**config.mk**
```make
export PLATFORM = sky130hd
export DESIGN_NAME = mem_arbiter_flat
export DESIGN_NICKNAME = d
export VERILOG_FILES = /design/src/rtl/mem_arbiter_if.sv /design/src/rtl/mem_arbiter.sv /design/src/flat_wrapper.sv
export SDC_FILE = /design/constraint.sdc
export NUM_CORES = 1
export LEC_CHECK = 0
export BUFFER_PORTS_ARGS = -buffer_cell sky130_fd_sc_hd__buf_4
export CORE_MARGIN = 3
export CORE_UTILIZATION = 50
export CTS_BUF_LIST = sky130_fd_sc_hd__clkbuf_8
export DETAILED_ROUTE_END_ITERATION = 6
export PLACE_DENSITY = 0.82
export SLEW_MARGIN = 0
export SYNTH_ARGS = -nofsm -noshare
export SYNTH_HDL_FRONTEND = slang
export SYNTH_SLANG_ARGS = --single-unit
```
**constraint.sdc**
```tcl
create_clock -name clk -period 4.32 [get_ports clk]
set_input_delay 0.432 -clock clk [delete_from_list [all_inputs] [get_ports clk]]
set_output_delay 0.432 -clock clk [all_outputs]
set_load 0.01 [all_outputs]
```
**src/rtl/mem_arbiter_if.sv**
```systemverilog
// ============================================================================
//  Module      : mem_arbiter_if
//  Description : Fetch/data requester buses and single-port RAM bus of the
//                memory arbiter.
//  Revision    : 1.0 - initial release
// ============================================================================
`default_nettype none

interface mem_arbiter_if #(
    parameter int AW = 6,
    parameter int DW = 32
);
    logic          i_req;
    logic [AW-1:0] i_addr;
    logic          i_ack;
    logic [DW-1:0] i_rdata;

    logic          d_req;
    logic          d_we;
    logic [AW-1:0] d_addr;
    logic [DW-1:0] d_wdata;
    logic          d_ack;
    logic [DW-1:0] d_rdata;

    logic          mem_en;
    logic          mem_we;
    logic [AW-1:0] mem_addr;
    logic [DW-1:0] mem_wdata;
    logic [DW-1:0] mem_rdata;

    logic          busy;

    // Arbiter side
    modport slave (
        input  i_req, i_addr, d_req, d_we, d_addr, d_wdata, mem_rdata,
        output i_ack, i_rdata, d_ack, d_rdata,
               mem_en, mem_we, mem_addr, mem_wdata, busy
    );

    // Requester / RAM side
    modport master (
        output i_req, i_addr, d_req, d_we, d_addr, d_wdata, mem_rdata,
        input  i_ack, i_rdata, d_ack, d_rdata,
               mem_en, mem_we, mem_addr, mem_wdata, busy
    );
endinterface

`default_nettype wire

```
**src/rtl/mem_arbiter.sv**
```systemverilog
// ============================================================================
//  Module      : mem_arbiter
//  Description : Two-port (fetch/data) arbiter onto one single-port RAM,
//                one transaction at a time. Define ARB_RR_EN for round-robin
//                arbitration; otherwise the data port has fixed priority.
//  Revision    : 1.0 - initial release
// ============================================================================
`default_nettype none

module mem_arbiter #(
    parameter int AW       = 6,
    parameter int DW       = 32,
    parameter int WAIT_CYC = 1
) (
    input  wire logic     clk,
    input  wire logic     rst,
    mem_arbiter_if.slave  bus
);

    typedef enum logic [1:0] {
        ST_IDLE   = 2'd0,
        ST_ACCESS = 2'd1,
        ST_WAIT   = 2'd2,
        ST_ACK    = 2'd3
    } state_t;

    localparam logic [3:0] c_WAIT_LAST = 4'(WAIT_CYC - 1);

    state_t        r_state;
    state_t        w_state_nxt;
    logic [3:0]    r_wait_cnt;
    logic          r_grant_d;
    logic          r_store;
    logic          r_mem_en;
    logic          r_mem_we;
    logic [AW-1:0] r_mem_addr;
    logic [DW-1:0] r_mem_wdata;
    logic          r_i_ack;
    logic          r_d_ack;
    logic [DW-1:0] r_i_rdata;
    logic [DW-1:0] r_d_rdata;
    logic          w_prio_d;
    logic          w_grant_d;
    logic          w_any_req;
    logic          w_capture;

`ifdef ARB_RR_EN
    logic r_prio_d;

    // Priority flips to the port that was not just served
    always_ff @(posedge clk or posedge rst) begin
        if (rst) begin
            r_prio_d <= 1'b1;
        end else if (r_state == ST_ACK) begin
            r_prio_d <= ~r_grant_d;
        end
    end

    assign w_prio_d = r_prio_d;
`else
    assign w_prio_d = 1'b1;
`endif

    always_comb begin
        w_state_nxt = r_state;
        w_any_req   = bus.i_req | bus.d_req;
        w_grant_d   = bus.d_req & (~bus.i_req | w_prio_d);
        w_capture   = (r_state == ST_WAIT) && (r_wait_cnt == 4'd0);
        case (r_state)
            ST_IDLE:   if (w_any_req) w_state_nxt = ST_ACCESS;
            ST_ACCESS: w_state_nxt = ST_WAIT;
            ST_WAIT:   if (r_wait_cnt == 4'd0) w_state_nxt = ST_ACK;
            ST_ACK:    w_state_nxt = ST_IDLE;
            default:   w_state_nxt = ST_IDLE;
        endcase
    end

    // Strobes and acks are decoded from the next state so they leave flops
    always_ff @(posedge clk or posedge rst) begin
        if (rst) begin
            r_state     <= ST_IDLE;
            r_wait_cnt  <= 4'd0;
            r_grant_d   <= 1'b0;
            r_store     <= 1'b0;
            r_mem_en    <= 1'b0;
            r_mem_we    <= 1'b0;
            r_mem_addr  <= '0;
            r_mem_wdata <= '0;
            r_i_ack     <= 1'b0;
            r_d_ack     <= 1'b0;
            r_i_rdata   <= '0;
            r_d_rdata   <= '0;
        end else begin
            r_state  <= w_state_nxt;
            r_mem_en <= (w_state_nxt == ST_ACCESS);
            r_mem_we <= (w_state_nxt == ST_ACCESS) && w_grant_d && bus.d_we;
            r_i_ack  <= (w_state_nxt == ST_ACK) && !r_grant_d;
            r_d_ack  <= (w_state_nxt == ST_ACK) && r_grant_d;

            if (r_state == ST_IDLE && w_any_req) begin
                r_grant_d   <= w_grant_d;
                r_store     <= w_grant_d & bus.d_we;
                r_mem_addr  <= w_grant_d ? bus.d_addr : bus.i_addr;
                r_mem_wdata <= w_grant_d ? bus.d_wdata : '0;
            end

            if (r_state == ST_ACCESS) begin
                r_wait_cnt <= c_WAIT_LAST;
            end else if (r_state == ST_WAIT && r_wait_cnt != 4'd0) begin
                r_wait_cnt <= r_wait_cnt - 4'd1;
            end

            if (w_capture) begin
                if (!r_grant_d) begin
                    r_i_rdata <= bus.mem_rdata;
                end else if (!r_store) begin
                    r_d_rdata <= bus.mem_rdata;
                end
            end
        end
    end

    assign bus.mem_en    = r_mem_en;
    assign bus.mem_we    = r_mem_we;
    assign bus.mem_addr  = r_mem_addr;
    assign bus.mem_wdata = r_mem_wdata;
    assign bus.i_ack     = r_i_ack;
    assign bus.d_ack     = r_d_ack;
    assign bus.i_rdata   = r_i_rdata;
    assign bus.d_rdata   = r_d_rdata;
    assign bus.busy      = (r_state != ST_IDLE);

endmodule

`default_nettype wire

```
**src/flat_wrapper.sv**
```systemverilog
// flat-port wrapper written by rule: the top's interface ports become plain ports
module mem_arbiter_flat 
#(
    parameter int AW       = 6,
    parameter int DW       = 32,
    parameter int WAIT_CYC = 1
)
  (clk, rst, bus_i_req, bus_i_addr, bus_d_req, bus_d_we, bus_d_addr, bus_d_wdata, bus_mem_rdata, bus_i_ack, bus_i_rdata, bus_d_ack, bus_d_rdata, bus_mem_en, bus_mem_we, bus_mem_addr, bus_mem_wdata, bus_busy);
  mem_arbiter_if #(.AW(AW), .DW(DW)) bus_i ();
  input  wire logic clk;
  input  wire logic rst;
  input wire logic [$bits(bus_i.i_req)-1:0] bus_i_req;
  input wire logic [$bits(bus_i.i_addr)-1:0] bus_i_addr;
  input wire logic [$bits(bus_i.d_req)-1:0] bus_d_req;
  input wire logic [$bits(bus_i.d_we)-1:0] bus_d_we;
  input wire logic [$bits(bus_i.d_addr)-1:0] bus_d_addr;
  input wire logic [$bits(bus_i.d_wdata)-1:0] bus_d_wdata;
  input wire logic [$bits(bus_i.mem_rdata)-1:0] bus_mem_rdata;
  output wire logic [$bits(bus_i.i_ack)-1:0] bus_i_ack;
  output wire logic [$bits(bus_i.i_rdata)-1:0] bus_i_rdata;
  output wire logic [$bits(bus_i.d_ack)-1:0] bus_d_ack;
  output wire logic [$bits(bus_i.d_rdata)-1:0] bus_d_rdata;
  output wire logic [$bits(bus_i.mem_en)-1:0] bus_mem_en;
  output wire logic [$bits(bus_i.mem_we)-1:0] bus_mem_we;
  output wire logic [$bits(bus_i.mem_addr)-1:0] bus_mem_addr;
  output wire logic [$bits(bus_i.mem_wdata)-1:0] bus_mem_wdata;
  output wire logic [$bits(bus_i.busy)-1:0] bus_busy;
  assign bus_i.i_req = bus_i_req;
  assign bus_i.i_addr = bus_i_addr;
  assign bus_i.d_req = bus_d_req;
  assign bus_i.d_we = bus_d_we;
  assign bus_i.d_addr = bus_d_addr;
  assign bus_i.d_wdata = bus_d_wdata;
  assign bus_i.mem_rdata = bus_mem_rdata;
  assign bus_i_ack = bus_i.i_ack;
  assign bus_i_rdata = bus_i.i_rdata;
  assign bus_d_ack = bus_i.d_ack;
  assign bus_d_rdata = bus_i.d_rdata;
  assign bus_mem_en = bus_i.mem_en;
  assign bus_mem_we = bus_i.mem_we;
  assign bus_mem_addr = bus_i.mem_addr;
  assign bus_mem_wdata = bus_i.mem_wdata;
  assign bus_busy = bus_i.busy;
  mem_arbiter #(.AW(AW), .DW(DW), .WAIT_CYC(WAIT_CYC)) u_core (.clk(clk), .rst(rst), .bus(bus_i));
endmodule
```
# Word-level counts from Yosys, hierarchy flattened
# Index checks and enable logic that the tools add are counted.
# totals
regBits,114
in_bits,81
output_inout_bits,107
elab_cells,44
# op_classes
n_addsub,1
eq_ne,5
n_mux,7
bitwise,4
reduce_logical,15
# op_table
cell,count
32-bit 2-to-1 mux,1
4-bit 2-to-1 mux,2
2-bit case mux with 4 select lines,1
1-bit logical AND,7
"2-bit == test, second input constant",3
6-bit 2-to-1 mux,1
"2-bit by 1-bit == test with 1-bit output, second input constant",2
4-bit logical NOT,1
2-bit 2-to-1 mux,2
2-bit nonzero test,2
4-bit nonzero test,1
"4-bit by 1-bit subtractor with 4-bit output, second input constant",1
3-bit AND reduction,1
2-bit logical NOT,1
1-bit inverter,2
2-bit AND reduction,1
1-bit bitwise AND,1
1-bit logical NOT,1
1-bit bitwise OR,1

# Logic depth before layout (Yosys ltp)
# Gate-level depths: netlist (run 1).
# depth
ltp_word,6
ltp_mapped,8
depth_no_buf,5

# Worst setup path after synthesis (run 1)
# Ideal clock, no wire load.
# synth_timing
path_type,register to register
startpoint,reg u_core.r_wait_cnt[0]
endpoint,reg u_core.r_d_rdata[0] (netlist: u_core.bus.d_rdata[0])
setup_ns,0.125
t_arrival_ns,2.146
required_time_ns,4.195
setup_slack_ns,2.049
stages_incl_launch_ff,9
path_buffers,3
synth_period_minus_slack_ns,2.271
path_cell_list,dfrtp_1 > inv_1 > ha_1 > or3b_1 > buf_6 > or4b_4 > buf_6 > buf_12 > mux2_4
# synth_between
elab_chain_cells,3
# synth_rtl
item,line_no,rtl
from (decl),mem_arbiter.sv:31,logic [3:0] r_wait_cnt;
from (signal assigned),mem_arbiter.sv:108,r_wait_cnt <= c_WAIT_LAST;
from (signal assigned),mem_arbiter.sv:110,r_wait_cnt <= r_wait_cnt - 4'd1;
4-bit logical NOT,mem_arbiter.sv:68,w_capture = (r_state == ST_WAIT) && (r_wait_cnt == 4'd0);
1-bit logical AND,mem_arbiter.sv:68,
3-bit AND reduction (no source line),-,
to (signal assigned),mem_arbiter.sv:117,r_d_rdata <= bus.mem_rdata;
to (decl),mem_arbiter.sv:41,logic [DW-1:0] r_d_rdata;
# Every way passes these cells.
# A chain may end at the register's enable or synchronous reset.

# Final worst setup path (run 1)
# layout_timing
startpoint,reg u_core.r_wait_cnt[0]
endpoint,reg u_core.r_i_rdata[20] (netlist: u_core.bus.i_rdata[20])
# layout_between
elab_chain_cells,3
# layout_rtl
item,line_no,rtl
4-bit logical NOT,mem_arbiter.sv:68,
1-bit logical AND,mem_arbiter.sv:68,
2-bit AND reduction (no source line),-,
to (signal assigned),mem_arbiter.sv:115,r_i_rdata <= bus.mem_rdata;
to (decl),mem_arbiter.sv:40,logic [DW-1:0] r_i_rdata;
# Every way passes these cells.

==> results.yml, run 1 <==
grt:
  grt-ovfl-total: 0
  grt_first_pass_wirelength_mm: 17.3
  gr-usage-all-layers_pct: 21.4
  grt_max_degree: 83
  grt_pass1_vias: 3477
  antenna_found_initial: 0
cts:
  cts_tree: "built"
  cts.clk_slew.worst_paths_ns: 0.08
  cts_max_level: 4
  cts_buffers: 17
  cts_setup_buffers: 0
  clock-sinks: 114
  cts_resized: 0
  clkLatencyLatePin_ns: 0.42
  cts_hold_buf: 0
  root_buffer: "clkbuf_8"
  cts_buffer_depth: 2
worst_setup_path:
  startpoint_type: "flop"
  crit_type: "flop to flop"
  cp-endpoint: "u_core.bus.i_rdata[20]"
  timing.rr.end: "u_core.bus.i_rdata[20]"
  regToRegSetupSlack_ns: 1.54
  rr_worst_depth: 6
  worstPathMaxFanout: 17
  worstPathRequired_ns: 4.60
  crit_arrival_ns: 3.06
  r2r_start: "u_core.r_wait_cnt[0]"
  cp-end-kind: "flop"
  cp-startpoint: "u_core.r_wait_cnt[0]"
sta:
  setup_viol: 0
  fmax_ghz: 0.360
  worst_pin_slew_ns: 1.09
  rsz0062_at_grt: "false"
  drv_slew: 0
  period_needed_ns: 2.78
  max_slew_margin_pct: 26.9
  finClkSkew_ns: 0.0156
  hold_violations: 0
  setup-tns-final_ns: 0
  period_share_pct: 64.3
power_and_ir_drop:
  p_leak_uw: 0.00344
  clock_power_share_pct: 22.4
  pwr-share-comb_pct: 41.8
  p_sw_share_pct: 32.7
  power.switching_uw: 1700
  power_frac_seq_pct: 35.8
  power_density_mw_per_mm2: 790
  ir_drop_uv: 407
  intPower_uw: 3480
layout:
  nets: 637
  stdcell_area_mm2: 0.00656
  syn_to_final_growth_pct: 41.0
  drive_above_1_share_pct: 52.0
  fin_util_pct: 73.8
  diodes: 0
job:
  max-cap-violations: 0
placement:
  dp_hpwl_mm: 7.74
  portBuffers: 187
  placed_area_mm2: 0.00609
  gp_congestion: 0.787
synthesis:
  synth_cells: 362
  yosysWarningCount: 0
  synth_area_mm2: 0.00465
  avgSynthCellArea_um2: 12.9
  synth_nets: 449
  synth_cell_types: 25
  synth-seq-cells: 114
  synth-seq-area-share_pct: 61.3
die:
  core_area_mm2: 0.00889
  rows: 34
  die_w_um: 102
  ioPinCount: 188
  die-height_um: 102
  start_util_pct: 52.3
  die-area_mm2: 0.0105
outcome:
  status: "completed"
detailed_routing:
  ant_nets: 0
  via_per_inst: 5.11
  drt-wirelength-per-cell_um: 16.3
  drc: 0
  detail_route.first_pass.iterations: 4
  routed_wl_mm: 10.9
  drt_iter0_drc: 116
  routed-via-count: 3426
hold_path:
  hp-class: "primary input to flop"
power groups by stage:
stage          Sequential (uW)  Combinational [uW]  Clock, uW
2_1_floorplan             2040                 994          0
3_3_place_gp              1850                2120          0
3_5_place_dp              1870                2200          0
4_1_cts                   1860                2200       1180
5_1_grt                   1920                2350       1230
6_report                  1850                2160       1160
cells by family (layout without fill, tap and decap cells):
logic type	count (synthesis)	in the layout	synth area share (%)
buffers and inverters	31	232	3.95
flip-flops	114	114	61.3
adder cells (fa/ha/maj)	6	6	1.61
AND/OR/NAND/NOR	126	126	11.8
multiplexers	71	71	19.4
AO/OA/AOI/OAI	14	14	1.88
worst min path at each step:
stage,start,to,slack (ns),cells after the start
global route,bus_d_wdata[31],u_core.bus.mem_wdata[31],0.22,3
global placement,u_core.bus.mem_wdata[9],u_core.bus.mem_wdata[9],0.45,2
floorplan,u_core.r_store,u_core.r_store,0.45,2
detailed placement,u_core.bus.mem_wdata[20],u_core.bus.mem_wdata[20],0.46,2
finish,bus_d_wdata[13],u_core.bus.mem_wdata[13],0.24,3
CTS,bus_d_wdata[11],u_core.bus.mem_wdata[11],0.22,3
Yosys cell counts:
cell type  number  share of area (%)
a211o_1         1               0.19
a21o_2          1               0.19
a21oi_1         2               0.22
a221o_2         1               0.24
a31o_2          1               0.19
buf_12          3                1.3
buf_2           3               0.32
buf_6           2               0.48
clkbuf_1       13                1.0
dfrtp_1       114                 61
ha_1            6                1.6
inv_1          10               0.81
mux2_2         35                8.5
mux2_4         30                9.7
mux2i_1         6                1.3
nand2_1        78                6.3
nand3_1        33                3.5
nor2_1          6               0.48
nor3_1          5               0.54
nor3b_2         1               0.27
nor4b_1         1               0.19
o21ai_0         7               0.75
o21ai_1         1               0.11
or3b_1          1               0.19
or4b_4          1               0.30
metal layers:
layer  GRT usage (%)  vias to the layer above  routed length [um]
met5               0                        -                   0
met2            34.8                      149                5380
met1            26.3                     1668                4440
li1                -                     1593                   -
met3            8.40                       16                 979
met4            6.56                        0                 140
flip-flops by register name, summed over array words and instances, names as in the netlist:
name / cells
u_core.bus.d_rdata: 32
u_core.r_state: 2
u_core.r_store: 1
u_core.bus.mem_wdata: 32
u_core.r_grant_d: 1
u_core.bus.d_ack: 1
u_core.bus.mem_we: 1
u_core.r_wait_cnt: 4
u_core.bus.mem_en: 1
u_core.bus.i_rdata: 32
u_core.bus.mem_addr: 6
u_core.bus.i_ack: 1
placed cells by master (no fill, tap or decap), types with 2 or more instances in the layout:
cell type | synthesis | final
bufinv_16 | 0 | 5
mux2_4 | 30 | 30
buf_4 | 0 | 190
mux2i_1 | 6 | 6
mux2_2 | 35 | 35
clkinv_4 | 0 | 4
nand3_1 | 33 | 33
inv_1 | 10 | 10
clkbuf_8 | 0 | 19
dfrtp_1 | 114 | 114
a21oi_1 | 2 | 2
nand2_1 | 78 | 78
clkinvlp_4 | 0 | 2
o21ai_0 | 7 | 7
ha_1 | 6 | 6
nor3_1 | 5 | 5
nor2_1 | 6 | 6
cell type report:
type	count	area, um^2
Clock buffer	19	262
Clock inverter	13	209
Fill cell	621	2330
Inverter	10	40.0
Multi-Input combinational cell	217	1630
Sequential cell	114	2850
Tap cell	108	135
Timing Repair Buffer	190	1430
critical path: stages, from the launching register on:
cell and delay [ns]:
dfrtp_1 0.39, inv_1 0.12, ha_1 0.18, or3b_1 0.48, nor3b_4 0.72, buf_4 0.38, mux2_2 0.37
through the flow:
step | hold slack, ns | power (uW) | worst slack (ns) | instances
floorplan | 0.451 | 3040 | 0.872 | 362
global placement | 0.452 | 3970 | 1.63 | 639
detailed placement | 0.457 | 4060 | 1.53 | 639
CTS | 0.217 | 5230 | 1.52 | 671
global route | 0.219 | 5510 | 1.38 | 671
finish | 0.239 | 5180 | 1.54 | 671
(Power assumes the default switching activity.)
==> run 2: changes to the inputs <==
--- a/config.mk
+++ b/config.mk
@@ -5,6 +5,7 @@
 export SDC_FILE = /design/constraint.sdc
 export NUM_CORES = 1
 export LEC_CHECK = 0
+export ABC_AREA = 1
 export BUFFER_PORTS_ARGS = -buffer_cell sky130_fd_sc_hd__buf_4
 export CORE_MARGIN = 3
 export CORE_UTILIZATION = 50
==> constraint.sdc (replaced) <==
create_clock -name clk -period 2.8 [get_ports clk]
set_input_delay 0.28 -clock clk [delete_from_list [all_inputs] [get_ports clk]]
set_output_delay 0.28 -clock clk [all_outputs]
set_load 0.01 [all_outputs]
==> run 2 against run 1 <==
  * Sequential cell count is the same
  * Maximum frequency rose by 34%
  * Register-to-register slack got worse by 0.82 ns
  * Sequential power is 59% higher
  * Sequential share of layout area shrank 0.69 points
  * First-iteration DRC count increased by 85%
  * Clock power up 44%
  * Combinational power is 55% higher
  * Via count rose by 29%
  * Critical path depth is the same
==> results.yml, run 2 <==
detailed_routing:
  routed-via-count: 4424
  met1_length_mm: 5.28
  drt_iter0_drc: 215
  routed_wl_mm: 13.1
  detail_route.first_pass.iterations: 7
  drt-wirelength-per-cell_um: 15.7
  top_layer: "met4"
  route.met3.wl_mm: 1.33
  ant_nets: 0
  dr_wl_met2_mm: 6.33
  drc: 0
  via_per_inst: 5.30
synthesis:
  synth_xor_area_share_pct: 0.182
  synth-seq-cells: 114
  ys.flop_type: "dfrtp_1"
  yosysWarningCount: 0
  synth_edf_count: 0
  async_reset_ff_share_pct: 100
  synth_top_area_cell: "dfrtp_1"
  synth_top_family_by_area: "simple AND/OR/NAND/NOR gates"
  synth_fa_ha_area_share_pct: 1.56
  synth.area.top_cells: "dfrtp_1, nand2_1, nand3_1, o21ai_0, ha_1"
  synth_nets: 602
  synthTopCellsByCount: "nand2_1, dfrtp_1, nand3_1, o21ai_0, clkbuf_1"
  avgSynthCellArea_um2: 9.32
  synth_top_area_share_pct: 59.4
  yosysMostFrequentCell: "nand2_1"
  synth_cell_types: 23
  synth-simple-area-share_pct: 24.3
  synth-compound-area-share_pct: 8.03
  synth.area.mux_share_pct: 1.25
  synth-seq-area-share_pct: 59.4
  synth_cells: 515
  synth_area_mm2: 0.00480
worst_setup_path:
  rr_worst_depth: 6
  crit_family: "simple AND/OR/NAND/NOR gates"
  crit_arrival_ns: 2.43
  worstPathRequired_ns: 3.15
  startpoint_type: "flop"
  crit_path_frequent_cell: "nand2_1"
  path_buf_inv: 1
  worstPathMaxFanout: 35
  crit_type: "flop to flop"
  cp-end-kind: "flop"
  crit_cells: 6
  cp_slowest_cell: "nor2_4"
  critPathMaxStageDelay_ns: 0.64
  cp_cell_sequence: "inv_1 > ha_1 > nand3_4 > nor2_4 > nand2_1 > nand2_1"
sta:
  period_needed_ns: 2.07
  hold_violations: 0
  max_slew_margin_pct: 44.4
  setup_viol: 0
  rsz0062_at_grt: "false"
  drv_slew: 0
  worst_pin_slew_ns: 0.832
  fmax_ghz: 0.482
  period_share_pct: 74.1
  finClkSkew_ns: 0.0139
  layout_setup_ws_ns: 0.726
  setup-tns-final_ns: 0
grt:
  grt_max_degree: 54
  antenna_found_initial: 0
  grt_pass1_vias: 4401
  grt-ovfl-total: 0
  grt_first_pass_wirelength_mm: 21.3
  gr-usage-all-layers_pct: 24.3
die:
  start_util_pct: 51.7
  die-height_um: 104
  die-area_mm2: 0.0108
  ioPinCount: 188
  core_area_mm2: 0.00928
  rows: 35
  die_w_um: 104
cts:
  cts_hold_buf: 0
  clkLatencyLatePin_ns: 0.43
  cts_buffers: 17
  cts.clk_slew.worst_paths_ns: 0.08
  cts_resized: 0
  cts_setup_buffers: 0
  root_buffer: "clkbuf_8"
  cts_max_level: 4
  clock-sinks: 114
  cts_buffer_depth: 2
  cts_tree: "built"
layout:
  syn_to_final_growth_pct: 38.8
  diodes: 0
  fin_util_pct: 71.8
  layout_commonest_cell: "buf_4"
  final_cell_mix: "buf_4, nand2_1, dfrtp_1"
  nets: 780
  drive_above_1_share_pct: 34.7
  stdcell_area_mm2: 0.00666
placement:
  pre_cts_ws_ns: 0.733
  portBuffers: 187
  gp_congestion: 0.882
  placed_area_mm2: 0.00623
  dp_hpwl_mm: 9.17
power_and_ir_drop:
  p_leak_uw: 0.00353
  total_power_uw: 7960
  ir_drop_uv: 604
  power_density_mw_per_mm2: 1200
outcome:
  status: "completed"
job:
  max-cap-violations: 0
hold_path:
  hp-class: "primary input to async pin"
[run 2: worst register-to-register path, delay by kind of cell (launching register included)]
family / cells / cell delay [ns]
buffers and inverters: 1 / 0.12
DFF: 1 / 0.40
and+or+nand+nor: 4 / 1.23
adders and majority gates: 1 / 0.27
[run 2: per-layer routing]
metal | global-route usage, % | vias to the layer above
met3 | 9.87 | 18
li1 | - | 2038
met4 | 7.60 | 0
met5 | 0 | -
met1 | 29.7 | 2156
met2 | 39.6 | 212
[run 2: power by group]
group | internal (uW) | switching (uW)
registers | 2430 | 512
logic | 1460 | 1890
clock network | 990 | 682
total | 4880 | 3080
[run 2: cell families after synthesis]
group / Yosys count
AOI/OAI and AO/OA: 77
and+or+nand+nor: 263
adders and majority gates: 6
muxes: 6
buffers and inverters: 48
DFF: 114
xor gates and xnor gates: 1
[run 2: area by class of cell]
type,count,area (um^2)
clock inverters,14,188
multi-input cells,353,1700
repair buffers,193,1460
clock buffers,18,248
well taps,129,161
flip-flops and latches,114,2850
fillers,703,2620
inverters,14,56.3
[run 2: metrics by stage]
stage	cells	hold WS [ns]
final	835	0.0104
after global routing	835	0.0503
after CTS	835	0.0183
after detailed placement	803	0.460
after global placement	803	0.456
after floorplan	515	0.397
[run 2: worst paths after layout]
kind / end / slack (ns) / start
setup / recovery: u_core.bus.i_rdata[29] / 0.73 / u_core.r_state[0]
hold / removal: u_core.bus.mem_wdata[27] / 0.01 / rst
setup reg to reg: u_core.bus.i_rdata[29] / 0.73 / u_core.r_state[0]
hold reg to reg: u_core.bus.d_rdata[31] / 0.48 / u_core.bus.d_rdata[31]
max in group asynchronous: u_core.bus.i_rdata[20] / 1.98 / rst
min in group clk: u_core.bus.i_rdata[16] / 0.07 / bus_mem_rdata[16]
